===== src/rtl/pc_call_sequencer_if.sv =====
// ----------------------------------------------------------------------------
// pc_call_sequencer_if
// Command and status bundle between the control unit and the program counter /
// return-address stack.
//
// Command strobes (control unit -> sequencer), one per execute T-state:
//   i_count, i_load, i_branch, i_call, i_ret, i_clear_fault,
//   i_jump_address [ADDR_W], i_offset [ADDR_W]
// Status (sequencer -> control unit / MAR), all registered or decoded from
// registered state:
//   o_address [ADDR_W], o_stack_level [DEPTH_W], o_stack_full, o_stack_empty,
//   o_overflow, o_underflow
//
// Strobe semantics: there is no valid/ready pair. A strobe that is high at a
// rising clk edge is consumed at that edge, and the sequencer always accepts
// it. When several strobes are high together, the sequencer acts only on the
// highest-priority one: ret > call > load > branch > count. Its effect appears
// on the status outputs after that edge.
// ----------------------------------------------------------------------------
interface pc_call_sequencer_if #(
   parameter int ADDR_W  = 16,
   parameter int DEPTH_W = 3
);
   logic              i_count;
   logic              i_load;
   logic              i_branch;
   logic              i_call;
   logic              i_ret;
   logic              i_clear_fault;
   logic [ADDR_W-1:0] i_jump_address;
   logic [ADDR_W-1:0] i_offset;

   logic [ADDR_W-1:0]  o_address;
   logic [DEPTH_W-1:0] o_stack_level;
   logic               o_stack_full;
   logic               o_stack_empty;
   logic               o_overflow;
   logic               o_underflow;

   // Control unit side.
   modport master (
      output i_count, i_load, i_branch, i_call, i_ret, i_clear_fault,
             i_jump_address, i_offset,
      input  o_address, o_stack_level, o_stack_full, o_stack_empty,
             o_overflow, o_underflow
   );

   // Program counter side.
   modport slave (
      input  i_count, i_load, i_branch, i_call, i_ret, i_clear_fault,
             i_jump_address, i_offset,
      output o_address, o_stack_level, o_stack_full, o_stack_empty,
             o_overflow, o_underflow
   );
endinterface


===== src/rtl/pc_call_sequencer.sv =====
// ----------------------------------------------------------------------------
// pc_call_sequencer
// Program counter for the 8-bit CPU control path. It supports:
//   - count
//   - absolute load
//   - signed relative branch
//   - call/return through a hardware return-address stack, with sticky
//     overflow and underflow flags
//
// Ports:
//   i_clk     : system clock; every state change happens on the rising edge
//   i_clear_n : synchronous active-low reset. It overrides any command.
//   bus       : pc_call_sequencer_if.slave. It carries the command strobes and
//               the status outputs (address, stack level/full/empty, flags).
// ----------------------------------------------------------------------------
module pc_call_sequencer #(
   parameter int                ADDR_W       = 16,
   parameter int                STACK_DEPTH  = 4,
   parameter logic [ADDR_W-1:0] RESET_VECTOR = '0,
   parameter int                DEPTH_W      = 3
) (
   input logic                i_clk,
   input logic                i_clear_n,
   pc_call_sequencer_if.slave bus
);

   // Width of a stack slot index. A depth of 1 still needs a 1-bit index.
   localparam int IDX_W = (STACK_DEPTH > 1) ? $clog2(STACK_DEPTH) : 1;
   localparam logic [DEPTH_W-1:0] LVL_FULL = DEPTH_W'(STACK_DEPTH);

   logic [ADDR_W-1:0]  r_address;
   logic [DEPTH_W-1:0] r_level;
   logic               r_overflow;
   logic               r_underflow;
   logic [ADDR_W-1:0]  r_stack [0:STACK_DEPTH-1];

   logic               w_full;
   logic               w_empty;
   logic [IDX_W-1:0]   w_push_idx;
   logic [IDX_W-1:0]   w_pop_idx;
   logic [ADDR_W-1:0]  w_ret_addr;

   logic [ADDR_W-1:0]  w_address_nxt;
   logic [DEPTH_W-1:0] w_level_nxt;
   logic               w_push;
   logic               w_ovf_set;
   logic               w_unf_set;

   assign w_full     = (r_level == LVL_FULL);
   assign w_empty    = (r_level == '0);
   // The push slot is the current level and the pop slot is the level minus 1.
   // Each index is used only when its operation is legal, so truncating to
   // IDX_W bits is safe.
   assign w_push_idx = IDX_W'(r_level);
   assign w_pop_idx  = IDX_W'(r_level - DEPTH_W'(1));
   assign w_ret_addr = r_address + ADDR_W'(1);

   // Next-state decode. The if/else chain below encodes the command priority.
   always_comb begin
      w_address_nxt = r_address;
      w_level_nxt   = r_level;
      w_push        = 1'b0;
      w_ovf_set     = 1'b0;
      w_unf_set     = 1'b0;
      if (bus.i_ret) begin
         if (w_empty) begin
            w_unf_set = 1'b1;
         end else begin
            w_address_nxt = r_stack[w_pop_idx];
            w_level_nxt   = r_level - DEPTH_W'(1);
         end
      end else if (bus.i_call) begin
         if (w_full) begin
            // A call on a full stack is refused outright: no push and no jump.
            w_ovf_set = 1'b1;
         end else begin
            w_push        = 1'b1;
            w_address_nxt = bus.i_jump_address;
            w_level_nxt   = r_level + DEPTH_W'(1);
         end
      end else if (bus.i_load) begin
         w_address_nxt = bus.i_jump_address;
      end else if (bus.i_branch) begin
         // A modulo add of a two's-complement offset handles both directions.
         w_address_nxt = r_address + bus.i_offset;
      end else if (bus.i_count) begin
         w_address_nxt = r_address + ADDR_W'(1);
      end
   end

   always_ff @(posedge i_clk) begin
      if (!i_clear_n) begin
         r_address   <= RESET_VECTOR;
         r_level     <= '0;
         r_overflow  <= 1'b0;
         r_underflow <= 1'b0;
      end else begin
         r_address   <= w_address_nxt;
         r_level     <= w_level_nxt;
         // If a new fault and clear_fault arrive in the same cycle, the new
         // fault wins and the flag stays set.
         r_overflow  <= w_ovf_set | (r_overflow  & ~bus.i_clear_fault);
         r_underflow <= w_unf_set | (r_underflow & ~bus.i_clear_fault);
      end
   end

   // Stack storage is not reset. A push is suppressed during reset so that a
   // call coinciding with clear_n has no effect.
   always_ff @(posedge i_clk) begin
      if (i_clear_n && w_push) begin
         r_stack[w_push_idx] <= w_ret_addr;
      end
   end

   assign bus.o_address     = r_address;
   assign bus.o_stack_level = r_level;
   assign bus.o_stack_full  = w_full;
   assign bus.o_stack_empty = w_empty;
   assign bus.o_overflow    = r_overflow;
   assign bus.o_underflow   = r_underflow;

endmodule


===== src/flat_wrapper.sv =====
// flat-port wrapper written by rule: the top's interface ports become plain ports
module pc_call_sequencer_flat 
#(
   parameter int                ADDR_W       = 16,
   parameter int                STACK_DEPTH  = 4,
   parameter logic [ADDR_W-1:0] RESET_VECTOR = '0,
   parameter int                DEPTH_W      = 3
)
  (i_clk, i_clear_n, bus_i_count, bus_i_load, bus_i_branch, bus_i_call, bus_i_ret, bus_i_clear_fault, bus_i_jump_address, bus_i_offset, bus_o_address, bus_o_stack_level, bus_o_stack_full, bus_o_stack_empty, bus_o_overflow, bus_o_underflow);
  pc_call_sequencer_if #(.ADDR_W(ADDR_W), .DEPTH_W(DEPTH_W)) bus_i ();
  input logic i_clk;
  input logic i_clear_n;
  input wire logic [$bits(bus_i.i_count)-1:0] bus_i_count;
  input wire logic [$bits(bus_i.i_load)-1:0] bus_i_load;
  input wire logic [$bits(bus_i.i_branch)-1:0] bus_i_branch;
  input wire logic [$bits(bus_i.i_call)-1:0] bus_i_call;
  input wire logic [$bits(bus_i.i_ret)-1:0] bus_i_ret;
  input wire logic [$bits(bus_i.i_clear_fault)-1:0] bus_i_clear_fault;
  input wire logic [$bits(bus_i.i_jump_address)-1:0] bus_i_jump_address;
  input wire logic [$bits(bus_i.i_offset)-1:0] bus_i_offset;
  output wire logic [$bits(bus_i.o_address)-1:0] bus_o_address;
  output wire logic [$bits(bus_i.o_stack_level)-1:0] bus_o_stack_level;
  output wire logic [$bits(bus_i.o_stack_full)-1:0] bus_o_stack_full;
  output wire logic [$bits(bus_i.o_stack_empty)-1:0] bus_o_stack_empty;
  output wire logic [$bits(bus_i.o_overflow)-1:0] bus_o_overflow;
  output wire logic [$bits(bus_i.o_underflow)-1:0] bus_o_underflow;
  assign bus_i.i_count = bus_i_count;
  assign bus_i.i_load = bus_i_load;
  assign bus_i.i_branch = bus_i_branch;
  assign bus_i.i_call = bus_i_call;
  assign bus_i.i_ret = bus_i_ret;
  assign bus_i.i_clear_fault = bus_i_clear_fault;
  assign bus_i.i_jump_address = bus_i_jump_address;
  assign bus_i.i_offset = bus_i_offset;
  assign bus_o_address = bus_i.o_address;
  assign bus_o_stack_level = bus_i.o_stack_level;
  assign bus_o_stack_full = bus_i.o_stack_full;
  assign bus_o_stack_empty = bus_i.o_stack_empty;
  assign bus_o_overflow = bus_i.o_overflow;
  assign bus_o_underflow = bus_i.o_underflow;
  pc_call_sequencer #(.ADDR_W(ADDR_W), .STACK_DEPTH(STACK_DEPTH), .RESET_VECTOR(RESET_VECTOR), .DEPTH_W(DEPTH_W)) u_core (.i_clk(i_clk), .i_clear_n(i_clear_n), .bus(bus_i));
endmodule

===== config.mk =====
export PLATFORM = sky130hd
export DESIGN_NAME = pc_call_sequencer_flat
export DESIGN_NICKNAME = d
export VERILOG_FILES = /design/src/rtl/pc_call_sequencer_if.sv /design/src/rtl/pc_call_sequencer.sv /design/src/flat_wrapper.sv
export SDC_FILE = /design/constraint.sdc
export NUM_CORES = 1
export LEC_CHECK = 0
export CORE_MARGIN = 5
export CORE_UTILIZATION = 30
export CTS_CLUSTER_SIZE = 16
export DETAILED_ROUTE_END_ITERATION = 10
export GPL_ROUTABILITY_DRIVEN = 0
export GPL_TIMING_DRIVEN = 1
export PLACE_DENSITY = 0.6
export SYNTH_ARGS = -nofsm -noshare
export SYNTH_HDL_FRONTEND = slang
export SYNTH_SLANG_ARGS = --single-unit

===== constraint.sdc =====
create_clock -name i_clk -period 8.05 [get_ports i_clk]
set_input_delay 2.0125 -clock i_clk [delete_from_list [all_inputs] [get_ports i_clk]]
set_output_delay 2.0125 -clock i_clk [all_outputs]
set_load 0.01 [all_outputs]

Word level (Yosys, flattened, before mapping)
Memory sizes are Yosys's and may differ from the RTL's. Cells that the tools add are included.

Multiplexer cells: 21. Add/subtract/negate cells: 4. Reductions and logical operators: 6. Bitwise operators: 5. Eq/ne operators: 4.

Operator list (count): $mux W16 (7); $add A16 B1 Y16 const B (1); $add A16 B16 Y16 (1); $mux W3 (4); $mux W1 (10); $reduce_and A3 Y1 (2); $reduce_bool A5 Y1 (1); $ne A2 B2 Y1 const B (2); $add A3 B1 Y3 const B (1); $eq A3 B3 Y1 const B (1); $logic_not A3 Y1 (1); $ne A3 B3 Y1 const B (1); $sub A3 B1 Y3 const B (1); $and A1 B1 Y1 (2); $or A1 B1 Y1 (2); $reduce_bool A2 Y1 (1); $logic_and A1 B1 Y1 (1); $not A1 Y1 (1).

Logic and storage cells: 45. Bits in writable memories: 64. Memories: 1. Input bits: 40. Flip-flop bits (word level): 21.

Memories: u_core.r_stack (depth 4, width 16, read ports 1, clocked after Yosys merged registers in 0, wr ports 1, RTL line pc_call_sequencer.sv:35) `logic [ADDR_W-1:0] r_stack [0:STACK_DEPTH-1];`.

Depth between registers and ports, before layout
Gate-level depths: netlist of the first run.

Depth in word-level cells: 7. Mapped depth: 12. Gate-level depth less buffers: 9.

Worst setup path before layout of the first run
No wires, ideal clock.

Path type: input -> register. Start: in bus_i_offset[0]. End: reg u_core.r_address[14] (netlist: u_core.bus.o_address[14]). Library setup time: 0.120 ns. Cell stages on the path: 8. Path buffers: 0. Setup slack: 4.140 ns. Arrival: 3.790 ns. Data required time: 7.930 ns. Cell sequence: ha_1 fa_1 a21oi_1 o211ai_1 a21oi_1 o21ai_0 mux2_2 a211o_1.

Cells in the longest elaborated chain, start to end: 5.

Ends and longest elaborated chain: start: declaration (RTL line flat_wrapper.sv:20) `input wire logic [$bits(bus_i.i_offset)-1:0] bus_i_offset;`; $add A16 B16 Y16 (RTL line pc_call_sequencer.sv:85) `w_address_nxt = r_address + bus.i_offset;`; $mux W16 (RTL line pc_call_sequencer.sv:83) `end else if (bus.i_branch) begin`; $mux W16 (RTL line pc_call_sequencer.sv:81) `end else if (bus.i_load) begin`; $mux W16 (RTL line pc_call_sequencer.sv:72) `end else if (bus.i_call) begin`; $mux W16 (RTL line pc_call_sequencer.sv:65) `if (bus.i_ret) begin`; end signal: assignment (RTL line pc_call_sequencer.sv:98) `r_address <= w_address_nxt;`; end: declaration (RTL line pc_call_sequencer.sv:31) `logic [ADDR_W-1:0] r_address;`.

No other way between the ends. A chain may end at the register's enable or synchronous reset.

Final worst setup path of the first run
Start: in bus_i_ret. End: mem u_core.r_stack[3][13] (enable).

Cells in the longest elaborated chain, start to end: 4.

Ends and longest elaborated chain: start: declaration (RTL line flat_wrapper.sv:17) `input wire logic [$bits(bus_i.i_ret)-1:0] bus_i_ret;`; $mux W1 (RTL line pc_call_sequencer.sv:65); $logic_and A1 B1 Y1 (RTL line pc_call_sequencer.sv:110) `if (i_clear_n && w_push) begin`; $mux W1 (RTL line pc_call_sequencer.sv:110); $mux W1 (implied by the code) (RTL line pc_call_sequencer.sv:111) `r_stack[w_push_idx] <= w_ret_addr;`; end: declaration (RTL line pc_call_sequencer.sv:35).

No other way between the ends.

==> summary.txt, run 1 <==
Clock network
  • Clk Tree Root Cell: clkbuf_16
  • CTS max path bufs: 2
  • Clk_lat worst skew: 0.34 ns
  • Number of setup buffers added after CTS: 0
  • Total CTS buffers: 9
  • CTS tree: yes
  • Clock slew at reported path FFs: 0.07 ns
  • Clock sink count: 85
  • H-tree depth: 3
  • Post-CTS sizing: 0
  • CTS Hold Bufs: 0

Synth
  • Post-synth top flop: edfxtp_1
  • Synth Area in Compound Gates: 0.152
  • Multiplexer share of the synthesized area: 0.0891
  • Most instantiated cells after synthesis: edfxtp_1 (64), nand2_1 (31), nor2_1 (28)
  • Adder-Cell Fraction of Synth Area: 0.0620
  • Syn nets: 469
  • Sequential fraction of the synthesis area: 0.492
  • Asr flop ratio synth: 0
  • Flops & latches, synth: 85
  • Top cell type's share of synthesized area: 0.404
  • EDFF count, synth: 64
  • Yosys warning total: 0
  • Synth top area cells: edfxtp_1 (40%), dfxtp_1 (8.8%), ha_1 (5.8%)
  • Avg Inst Size Synth: 11.7 µm²
  • Area share of xor/xnor cells in the synthesized design: 0.0515
  • Unique cell type count in the Yosys netlist: 64
  • Synthesized cell area: 4760 µm²
  • Area leader, netlist: edfxtp_1
  • Syn Inst Count: just over 400
  • Simple-gate share of the synthesized area: 0.126
  • Most frequent cell after synthesis: edfxtp_1
  • Largest family of logic cells by synthesized area: compound AO/OA/AOI/OAI gates

Final layout
  • Storage element area: 2340 µm²
  • Area occupied by multi-input gates: 2290 µm²
  • Antenna Cells: 0
  • Layout fillers: 1536
  • Area growth syn-to-layout: 23.8%
  • Nets: 527
  • Share of post-route cells with drive strength above 1: 0.0874

Die
  • Die X: approximately 140 µm
  • Die Area: 18500 µm²
  • Row count: 46
  • Initial core utilization: 0.303
  • Die height: approximately 140 µm
  • Core region area: 15700 µm²
  • Ports: 63

Setup path
  • Worst Path Buf+Inv: 1
  • Crit-path leading delay family: simple AND/OR/NAND/NOR gates
  • Crit end category: flop
  • Worst EP required: approximately 8.0 ns
  • CP Class: primary input to flop
  • Max incr delay on CP: 0.90 ns
  • CP Launch Type: primary input
  • Crit path DAT: roughly 4.5 ns
  • Crit-path cells: clkdlybuf4s50_1 > nor3b_1 > and3_1
  • Crit-path slowest cell: clkdlybuf4s50_1
  • CP Max Fanout: 25

Timing
  • RSZ-0062 raised after global routing: false
  • Worst slew pin tran: 1.18 ns
  • Post-Route Setup TNS: 0 ns
  • Peak Freq: 219 MHz
  • Final setup violation count: 0
  • Final Cycle Share: 0.568
  • Clock Skews: 0.00838 ns
  • Fin crit period: 4.57 ns
  • Hold Violations, Final: 0
  • Max Transition Viols Final: 0
  • Max transition margin: 0.208

Route
  • Post-route ant nets: 0
  • Total Routed Length: 12500 µm
  • Drt drc: 0
  • Drt via density: 5.17
  • DR iter-0 viols: 304
  • Vias: 3541
  • Drt pass-1 iters: 4
  • Avg WL per Cell: 18.2 µm

Power and ir drop
  • Leak: 2.16 nW
  • Pwr Total: roughly 0.0016 W
  • VDD IR-drop max: 0.105 mV
  • Pwr dens: 271 nW/µm²

Status
  • Status: completed

GRT
  • Vias in the first global route: roughly 3500
  • Largest net degree at the start of global routing: 35
  • Initial antenna violation count: 0
  • First-pass GRT wire length: between 15000 and 20000 µm
  • Gr usage total: 0.134
  • Remaining Overflow, GRT: 0

Placed design
  • HPWL Detailed: 8970 µm
  • Buffers on Ports: 62

Flow run
  • Max-cap violations: 0

Worst hold path
  • HP Class: flop to flop
[registers in the layout (all words and copies together) (netlist names)]
signal,flops
u_core.bus.o_overflow,1
u_core.bus.o_stack_level,3
u_core.bus.o_address,16
u_core.r_stack,64
u_core.bus.o_underflow,1
[final cells by class]
class,instances,share of cell area
clock inverter,7,0.0129
multi-input combinational,291,0.388
sequential,85,0.397
clock buffer,9,0.0382
timing repair buffer,66,0.110
inverter,11,0.00700
tap,216,0.0459
[cells by family after synthesis]
group / Yosys count
AND/OR/NAND/NOR: 117
buffers and inverters: 30
AO/OA/AOI/OAI: 103
flip-flops: 85
XOR/XNOR: 28
multiplexers: 20
adder cells (fa/ha/maj): 23
[power breakdown]
part | leakage (nW) | internal [W] | switching [W]
clock network | 0.149 | 0.000221 | 0.000191
logic | 1.25 | 0.000274 | 0.000319
registers | 0.761 | 0.000536 | 0.0000538
total | 2.16 | 0.00103 | 0.000564
[final timing paths]
check | start | end | slack, ns | cells after the start
worst min register to register | u_core.bus.o_underflow$_SDFF_PN0_ | u_core.bus.o_underflow$_SDFF_PN0_ | 0.49 | 2
worst max register to register | u_core.bus.o_stack_level[0]$_SDFFE_PN0P_ | u_core.r_stack[3][13]$_DFFE_PP_ | 4.97 | 6
worst max-delay path | bus_i_ret | u_core.r_stack[3][13]$_DFFE_PP_ | 3.48 | 3
worst min-delay path | u_core.bus.o_underflow$_SDFF_PN0_ | u_core.bus.o_underflow$_SDFF_PN0_ | 0.49 | 2
[layer usage]
layer / share of wire / track usage / up-vias
met5: 0 / 0 / -
met4: 0.016 / 0.0420 / 0
met3: 0.064 / 0.0300 / 18
met2: 0.46 / 0.211 / 112
met1: 0.46 / 0.185 / 1712
li1: - / - / 1699
[metrics by stage]
step / setup WS [ns] / std cells / instance area, µm² / hold WS, ns / utilization
final: 3.48 / 685 / 5890 / 0.491 / 0.375
after global routing: 3.30 / 685 / 5890 / 0.533 / 0.375
after CTS: 3.52 / 685 / 5890 / 0.505 / 0.375
after detailed placement: 3.19 / 669 / 5590 / 0.495 / 0.356
after global placement: 3.33 / 669 / 5590 / 0.485 / 0.356
after floorplan: 4.14 / 406 / 4760 / 0.497 / -
[worst reg2reg max path, delay by kind of cell, from the launching register on]
family,cells,cell delay [ns]
adder cells (fa/ha/maj),2,0.50
flip-flops,1,0.31
buffers and inverters,2,0.47
AND/OR/NAND/NOR,2,1.42
[cells in the final DEF (no fill, tap or decap), types with 6 or more instances in the layout]
cell             synthesis  final
nand3_1                 14     14
ha_1                    22     22
nor2_1                  28     28
clkdlybuf4s50_1          0     62
xor2_1                  12     12
clkbuf_16                0      9
inv_1                   11     11
mux4_1                   6      6
dfxtp_1                 21     21
nor3_1                   8      8
nand2_1                 31     31
xnor2_1                 16     16
o211ai_1                11     11
a21o_1                   8      8
edfxtp_1                64     64
o21ai_0                 14     14
and3_1                   8      8
mux4_2                  10     10
a21oi_1                 20     20
Power figures use the tool's default switching activity.
==> inputs of run 2 (changes only) <==
--- a/config.mk
+++ b/config.mk
@@ -11,7 +11,7 @@
 export DETAILED_ROUTE_END_ITERATION = 10
 export GPL_ROUTABILITY_DRIVEN = 0
 export GPL_TIMING_DRIVEN = 1
-export PLACE_DENSITY = 0.6
+export PLACE_DENSITY = 0.61
 export SYNTH_ARGS = -nofsm -noshare
 export SYNTH_HDL_FRONTEND = slang
 export SYNTH_SLANG_ARGS = --single-unit
==> constraint.sdc (replaced) <==
create_clock -name i_clk -period 3.97 [get_ports i_clk]
set_input_delay 0.9925 -clock i_clk [delete_from_list [all_inputs] [get_ports i_clk]]
set_output_delay 0.9925 -clock i_clk [all_outputs]
set_load 0.01 [all_outputs]
==> summary.txt, run 2 (synthesis gave the netlist of run 1 again) <==
Route
  • Drt pass-1 iters: 4
  • Vias: around 3500
  • Drt via density: around 5.1
  • Avg WL per Cell: 17.4 µm
  • Total Routed Length: between 10000 and 15000 µm
  • Drt drc: 0
  • Post-route ant nets: 0
  • DR iter-0 viols: 321

Setup path
  • Crit path DAT: 3.49 ns
  • Crit end category: flop
  • CP Class: primary input to flop
  • R2R Path End: u_core.bus.o_address[14]$_SDFFE_PN0P_
  • Worst r2r src: u_core.bus.o_address[0]$_SDFFE_PN0P_
  • Reg2reg setup slack: about 1.3 ns
  • CP Launch Type: primary input
  • Critical path origin: bus_i_offset[0]
  • Worst R2R Path Depth: 8
  • Worst EP required: between 4 and 5 ns
  • CP Max Fanout: 3

Final layout
  • Layout Utilization: 0.376
  • Largest register FFs: 64
  • Layout fillers: approximately 1500
  • Commonest non-fill, non-tap cell in the layout: edfxtp_1
  • Area growth syn-to-layout: 24.1%
  • Share of post-route cells with drive strength above 1: 0.0945
  • Top reg by flops: u_core.r_stack
  • Antenna Cells: 0
  • Nets: 536
  • Commonest non-fill, non-tap cells in the layout: edfxtp_1 (64), clkdlybuf4s50_1 (62), nand2_1 (31), nor2_1 (28), ha_1 (22)
  • Post-route cell area: 5910 µm²

Timing
  • Hold Violations, Final: 0
  • Max transition margin: 0.483
  • Clock Skews: approximately 0.0060 ns
  • Final hold slack: 0.479 ns
  • RSZ-0062 raised after global routing: false
  • Peak Freq: 306 MHz
  • Fin crit period: ~3.3 ns
  • Final Cycle Share: 0.824
  • Worst slew pin tran: 0.774 ns
  • Setup WS post-layout: 0.697 ns
  • Final setup violation count: 0
  • Post-Route Setup TNS: 0 ns
  • Max Transition Viols Final: 0

GRT
  • Remaining Overflow, GRT: 0
  • First-pass GRT wire length: 18900 µm
  • Vias in the first global route: 3473
  • Largest net degree at the start of global routing: 26
  • Gr usage total: 0.133
  • Initial antenna violation count: 0

Die
  • Initial core utilization: 0.303
  • Ports: 63
  • Row count: 46
  • Die Area: 18500 µm²
  • Die X: 136 µm
  • Die height: between 100 and 150 µm
  • Core region area: roughly 16000 µm²

Clock network
  • Post-CTS sizing: 0
  • Number of setup buffers added after CTS: 0
  • Clock sink count: 85
  • CTS tree: yes
  • Clk_lat worst skew: 0.33 ns
  • Clock slew at reported path FFs: approximately 0.06 ns
  • CTS Hold Bufs: 0
  • H-tree depth: 3
  • CTS max path bufs: 2
  • Clk Tree Root Cell: clkbuf_16
  • Total CTS buffers: 9

Placed design
  • Post-DP Area: 5660 µm²
  • Buffers on Ports: 62
  • Worst slack at placement: 0.372 ns
  • HPWL Detailed: 8920 µm

Worst hold path
  • Worst hold start: u_core.bus.o_underflow$_SDFF_PN0_
  • HP Class: flop to flop
  • Hold Path Depth: 2
  • Worst Hold End: u_core.bus.o_underflow$_SDFF_PN0_

Power and ir drop
  • Leak: 2.18 nW
  • Pwr dens: ~520 nW/µm²
  • VDD IR-drop max: 0.243 mV

Flow run
  • Max-cap violations: 0

Status
  • Status: completed
==> run 2: cell count changes in the layout (fill, tap and decap cells not counted) <==
cell and delta:
buf_4 +9, inv_8 -3, clkinv_1 +2, clkinv_2 +2, clkinv_4 -2, clkbuf_1 +1, clkinv_8 -1, inv_6 -1
==> run 2: worst max-delay path, stage by stage <==
cell	delay, ns
clkdlybuf4s50_1	0.41
ha_1	0.21
fa_1	0.42
a21oi_1	0.28
o211ai_1	0.19
a21oi_1	0.30
o21ai_0	0.15
mux2_2	0.28
a211o_1	0.26
==> run 2: cell type report <==
cell class / count / area, µm² / area share
inverter: 11 / 41.3 / 0.00699
sequential: 85 / 2340 / 0.397
clock buffer: 10 / 229 / 0.0388
tap: 216 / 270 / 0.0458
timing repair buffer: 75 / 718 / 0.122
multi-input combinational: 291 / 2290 / 0.387
clock inverter: 4 / 17.5 / 0.00297
==> run 2: worst max-delay path by stage <==
stage / endpoint / slack [ns]
finish: u_core.bus.o_address[14]$_SDFFE_PN0P_ / 0.70
global route: u_core.bus.o_address[14]$_SDFFE_PN0P_ / 0.60
CTS: u_core.bus.o_address[14]$_SDFFE_PN0P_ / 0.70
detailed placement: u_core.bus.o_address[14]$_SDFFE_PN0P_ / 0.37
global placement: u_core.bus.o_address[14]$_SDFFE_PN0P_ / 0.40
floorplan: u_core.bus.o_address[14]$_SDFFE_PN0P_ / 1.08
==> run 2: report_power, final <==
group / leakage, nW / total, W / internal [W] / switching (W)
Clock: 0.123 / 0.000712 / 0.000410 / 0.000302
Sequential: 0.761 / 0.00119 / 0.00109 / 0.000104
Combinational: 1.30 / 0.00119 / 0.000565 / 0.000626
==> run 2: metal layers <==
layer	GRT usage	part of all wire	vias up
met5	0	0	-
met4	0.0459	0.015	0
met3	0.0337	0.056	12
met2	0.222	0.49	98
met1	0.168	0.44	1682
li1	-	-	1707
==> run 2: per-stage QoR <==
stage | power [W] | instances
2_1_floorplan | 0.00198 | 406
3_3_place_gp | 0.00238 | 678
3_5_place_dp | 0.00240 | 678
4_1_cts | 0.00313 | 692
5_1_grt | 0.00329 | 692
6_report | 0.00310 | 692
